==> src/rtl/serial_word_receiver_pkg.sv <==
// serial_word_receiver_pkg: FSM state encodings and counter sizing shared by the
// serial word receiver and its shift register.
package serial_word_receiver_pkg;

    localparam logic [1:0] ST_IDLE = 2'b00;
    localparam logic [1:0] ST_RECV = 2'b01;
    localparam logic [1:0] ST_FULL = 2'b10;

    // Bits needed to count from 0 up to and including w.
    function automatic int cnt_width(input int w);
        return $clog2(w + 1);
    endfunction

endpackage

==> src/rtl/serial_word_receiver_sipo.sv <==
// shift_reg_sipo: WIDTH-bit serial-in parallel-out register.
// MSB_FIRST=1 shifts left (first bit ends in the MSB), 0 shifts right.
module shift_reg_sipo #(
    parameter int WIDTH     = 16,
    parameter bit MSB_FIRST = 1'b1
) (
    input  logic             clk,
    input  logic             rst,
    input  logic             clr,
    input  logic             shift_en,
    input  logic             si,
    output logic [WIDTH-1:0] Q
);

    always_ff @(posedge clk or negedge rst) begin
        if (!rst)
            Q <= '0;
        else if (clr)
            Q <= '0;
        else if (shift_en)
            Q <= MSB_FIRST ? {Q[WIDTH-2:0], si} : {si, Q[WIDTH-1:1]};
    end

endmodule

==> src/rtl/serial_word_receiver.sv <==
// serial_word_receiver: assembles WIDTH serial bits into a word and hands it
// over with a word_rdy/word_ack handshake; overrun flags bits lost while full.
module serial_word_receiver
    import serial_word_receiver_pkg::*;
#(
    parameter int WIDTH     = 16,
    parameter bit MSB_FIRST = 1'b1
) (
    input  logic                          clk,
    input  logic                          rst,
    input  logic                          start,
    input  logic                          sis,
    input  logic                          bit_vld,
    input  logic                          word_ack,
    output logic [WIDTH-1:0]              Q,
    output logic                          word_rdy,
    output logic                          busy,
    output logic [cnt_width(WIDTH)-1:0]   bit_cnt,
    output logic                          overrun
);

    localparam int CW = cnt_width(WIDTH);
    localparam logic [CW-1:0] LAST = CW'(WIDTH - 1);

    logic [1:0] state;
    logic [1:0] state_nxt;
    logic       shift_en;

    // start wins over everything, so a bit arriving with start is dropped.
    assign shift_en = (state == ST_RECV) && !start && bit_vld;

    assign state_nxt = start ? ST_RECV
                     : (state == ST_RECV) ? ((bit_vld && bit_cnt == LAST) ? ST_FULL : ST_RECV)
                     : (state == ST_FULL) ? (word_ack ? ST_IDLE : ST_FULL)
                     : ST_IDLE;

    assign busy     = (state == ST_RECV);
    assign word_rdy = (state == ST_FULL);

    always_ff @(posedge clk or negedge rst) begin
        if (!rst) begin
            state   <= ST_IDLE;
            bit_cnt <= '0;
            overrun <= 1'b0;
        end else begin
            state   <= state_nxt;
            bit_cnt <= start ? '0 : shift_en ? bit_cnt + CW'(1) : bit_cnt;
            overrun <= start ? 1'b0 : ((state == ST_FULL) && bit_vld) ? 1'b1 : overrun;
        end
    end

    shift_reg_sipo #(
        .WIDTH    (WIDTH),
        .MSB_FIRST(MSB_FIRST)
    ) u_sipo (
        .clk     (clk),
        .rst     (rst),
        .clr     (start),
        .shift_en(shift_en),
        .si      (sis),
        .Q       (Q)
    );

endmodule

==> config.mk <==
export PLATFORM = sky130hd
export DESIGN_NAME = serial_word_receiver
export DESIGN_NICKNAME = d
export VERILOG_FILES = /design/src/rtl/serial_word_receiver_pkg.sv /design/src/rtl/serial_word_receiver_sipo.sv /design/src/rtl/serial_word_receiver.sv
export SDC_FILE = /design/constraint.sdc
export NUM_CORES = 1
export LEC_CHECK = 0
export ABC_AREA = 0
export CORE_UTILIZATION = 29
export CTS_CLUSTER_SIZE = 25
export DETAILED_ROUTE_END_ITERATION = 8
export PLACE_DENSITY_LB_ADDON = 0.2
export SYNTH_ARGS = -nofsm -noshare
export SYNTH_HDL_FRONTEND = slang
export SYNTH_SLANG_ARGS = --single-unit
export TNS_END_PERCENT = 30
==> constraint.sdc <==
create_clock -name clk -period 1.2 [get_ports clk]
set_clock_uncertainty 0.05 [all_clocks]
set_input_delay 0.24 -clock clk [delete_from_list [all_inputs] [get_ports clk]]
set_output_delay 0.24 -clock clk [all_outputs]
set_load 0.05 [all_outputs]
==> results.md <==
Status:
- The flow ran to the end, but the final reports show violations.
- The checks that failed: negative setup slack.

Floorplanning:
- The die is 61.2 µm tall.
- The floorplan step defined a core boundary enclosing 3340 µm².
- From left edge to right edge, the die measures 61.2 µm.
- The initial core utilization is 0.305.
- The count of boundary I/O pins is 30.
- The floorplan die area is 3750 µm².
- The floorplan has 21 rows.

Worst setup path:
- The biggest fanout along the worst timing path is 4.
- The logic depth of the worst setup path including buffers is 4.
- The data required time of the critical path is 1390 ps.
- The worst setup path is launched from a register.
- The worst register-to-register path begins at state[1].
- Among all stages on the critical path, the largest delay is contributed by or3_4.
- The capturing element type of the critical path is a register.
- The most critical setup path has its endpoint at bit_cnt[3].
- Walking the worst path, the cells encountered are buf_6 > nand3b_1 > or3_4 > a21oi_2.
- The worst-case register-to-register setup slack is -230 ps.
- For this run, the slowest stage of the critical path takes 430 ps.
- Tracing the worst setup path back leads to its startpoint at state[1].
- The dominant delay contributor by cell family on the critical path is simple AND/OR/NAND/NOR gates.
- The critical setup path kind is register to register.
- The sum of buffers and inverters on the critical path is 1.
- The data arrival time of the critical path is 1630 ps.
- Counting cells, the worst reg-to-reg path comes to 4.
- The end of the worst register-to-register path is bit_cnt[3].

GRT:
- Entering global routing, the biggest net connects 25 pins.
- The fraction of met3 tracks used by global routing is 0.0189.
- The initial antenna violation count was 0.
- In the global route stage, met2 resource usage came out at 0.250.
- The combined global-route utilization of all metal layers is 0.146.
- The global-route wire length before repair is approximately 4000 µm.
- The total overflow reported by the global router is 0.
- The met1 routing resource usage after global routing is 0.184.
- The most congested layer reported by global routing is met2.
- The number of global-route vias before repair was 909.

Clock tree:
- The clock buffer count from CTS is 3.
- Clock tree synthesis found a total of 24 sinks.
- At the later pin of the worst-skew pair, clock insertion delay measures between 300 and 400 ps.
- The root buffer cell chosen for the clock tree is clkbuf_4.
- The clock-pin slew of the registers on the worst-case setup and hold paths is 130 ps.
- The count of hold-fix buffers inserted at cts is 0.
- The buffer levels on the longest clock path is 2.
- The number of H-tree levels is 1.
- The TritonCTS clock tree is yes.

Power and ir drop:
- The part of the power in registers is 0.543.
- Of the total power, combinational logic draws 0.183.
- Power spread over the standard cell area amounts to ~780 nW/µm².
- Internal power comes to 1.14 mW.
- The share of total power consumed by net switching is 0.258.
- Overall power consumption after layout is estimated at 1.54 mW.
- Across the VDD grid, the largest voltage drop is between 0.0004 and 0.0005 V.
- The static leakage is 0.827 nW.
- The relative contribution of the clock network to total power is 0.274.
- In this run the power spent charging and discharging nets is ~0.40 mW.

Timing:
- Setup violations remaining at the end of the flow were counted as 45.
- The hold violation count in the final report is 0.
- The time the final worst path needs with I/O delays and setup is 1430 ps.
- For the pin with the worst max-slew slack, the measured transition is 204 ps.
- Dividing the final minimum period by the clock period gives 1.19.
- Setup repair after global routing could not meet its margin everywhere.
- After layout, the worst setup slack is -234 ps.
- The tightest slew margin relative to the limit is 0.864.
- The highest attainable clock frequency is 0.698 GHz.
- The final max-slew violation count is 0.

Synthesis:
- The most used flip-flop cell after synthesis is dfrtp_1.
- The post-synth net total is 116.
- Yosys attributes the largest share of cell area to dfrtp_1 (59%), nand2_1 (13%), a21oi_1 (9.8%).
- In this run, synthesis produced a sequential element count of 24.
- The number of different library cells in the post-synthesis netlist is 21.
- The biggest area consumer among synthesized cells is dfrtp_1.
- The commonest cells after synthesis are nand2_1 (35), dfrtp_1 (24), a21oi_1 (20), nor2_1 (4), inv_1 (3).
- The number of enable flip-flop cells after synthesis is 0.
- Among all cell types in the netlist, the one instantiated most often is nand2_1.
- The number of instances in the synthesized netlist is 108.
- The share of the yosys chip area belonging to registers is 0.590.
- Counting flops with an async set or reset pin after synthesis yields a share of 1.00.
- The mapped cell area is slightly above 1000 µm².
- A synthesized cell averages 9.42 µm².
- The Yosys warning count is 0.
- The area share of the largest cell type after synthesis is 0.590.

Route:
- The final layout contains routed wiring with a total length of 2660 µm.
- In the final routed layout, each cell accounts on average for 13.0 µm.
- The detailed-route vias per instance is about 4.5.
- The DRC violation total after the first TritonRoute iteration is 30.
- The total via count after detailed routing is 928.
- The residual antenna-violating net count after detailed routing is 0.
- The first-pass detailed-route iteration total is 4.
- The number of remaining DRC errors is 0.

Final layout:
- The area growth from synthesis to layout is 93.6%.
- The share of layout cells above drive strength 1 is 0.503.
- The number of antenna diodes is 0.
- The utilization after layout is 0.590.
- After filler insertion, the fill cell instance count of the layout stands at 280.
- The number of nets in the layout is approximately 170.

Hold path:
- The class of the tightest hold or removal check is input port to asynchronous set/reset pin.

Placed design:
- The sum of net half-perimeters after detailed placement is 1700 µm.
- The routability congestion estimate from global placement is 0.720.
- The count of input and output buffers is 29.
- The post-placement setup slack is -341 ps.

Flow run:
- Max-cap violations in this run came to 0.
kinds of logic after synthesis:
| group | after synthesis | synth area share |
|---|---|---|
| adder cells (fa/ha/maj) | 2 | 0.0246 |
| XOR/XNOR | 1 | 0.00861 |
| AND/OR/NAND/NOR | 47 | 0.196 |
| flip-flops | 24 | 0.590 |
| buffers and inverters | 9 | 0.0492 |
| AO/OA/AOI/OAI | 25 | 0.132 |
worst reg2reg max path: cells and delay by family (launching register included):
| family | cells | cell delay, ps |
|---|---|---|
| buffers and inverters | 1 | 120 |
| flip-flops | 1 | 420 |
| AO/OA/AOI/OAI | 1 | 120 |
| AND/OR/NAND/NOR | 2 | 650 |
worst min path at each step:
stage                              to  slack [ps]  depth (start not counted)
after floorplan            bit_cnt[0]        -110                          0
after global placement        overrun         500                          2
after detailed placement   bit_cnt[3]         520                          2
after CTS                 u_sipo.Q[3]         210                          2
after global routing       bit_cnt[0]         200                          2
final                     u_sipo.Q[4]         210                          2
registers in the layout (all words and copies together), names as in the netlist:
name	cells
bit_cnt	5
overrun	1
state	2
u_sipo.Q	16
routing by layer:
metal / vias to the layer above / wire, µm / share of wire
li1: 455 / - / -
met1: 444 / 1130 / 0.42
met2: 27 / 1380 / 0.52
met3: 2 / 124 / 0.047
met4: 0 / 23 / 0.0087
met5: - / 0 / 0
power groups by stage:
stage,Combinational [mW],Sequential (mW),Clock [mW]
floorplan,0.0572,0.893,0
global placement,0.241,0.848,0
CTS,0.270,0.838,0.442
global route,0.300,0.840,0.477
detailed placement,0.245,0.848,0
finish,0.282,0.838,0.422
metrics by stage:
| step | hold WS [ps] | TNS, ps | instances | cell area (µm²) |
|---|---|---|---|---|
| 4_1_cts | 208 | -3120 | 202 | 1880 |
| 3_3_place_gp | 500 | -5700 | 190 | 1720 |
| 5_1_grt | 202 | -5360 | 205 | 1970 |
| 2_1_floorplan | -106 | -1060 | 108 | 1040 |
| 3_5_place_dp | 515 | -5970 | 190 | 1720 |
| 6_report | 206 | -3540 | 205 | 1970 |
timing repair:
action,in CTS,in global routing
pin swaps,4,4
gates resized for setup,15,24
setup endpoints to repair,30,48
cloned,0,1
setup buffers,9,3
layout by cell type, fill, tap and decap left out, drive strengths merged:
cell            n
a211oi          1
a21o            1
a21oi          20
a32oi           1
and3            1
and3b           1
buf            48
clkbuf          4
clkdlybuf4s50   5
dfrtp          24
ha              2
inv             3
nand2          35
nand3           1
nand3b          1
nor2            4
nor2b           2
o21ai           2
or3             2
xnor2           1
layout make-up:
type                            count  area (µm²)  area share
Multi-Input combinational cell     75         489       0.248
Inverter                            3        11.3     0.00572
Clock buffer                        4        36.3      0.0184
Tap cell                           46        57.6      0.0292
Timing Repair Buffer               53         769       0.391
Sequential cell                    24         606       0.307
(Power assumes the default switching activity.)
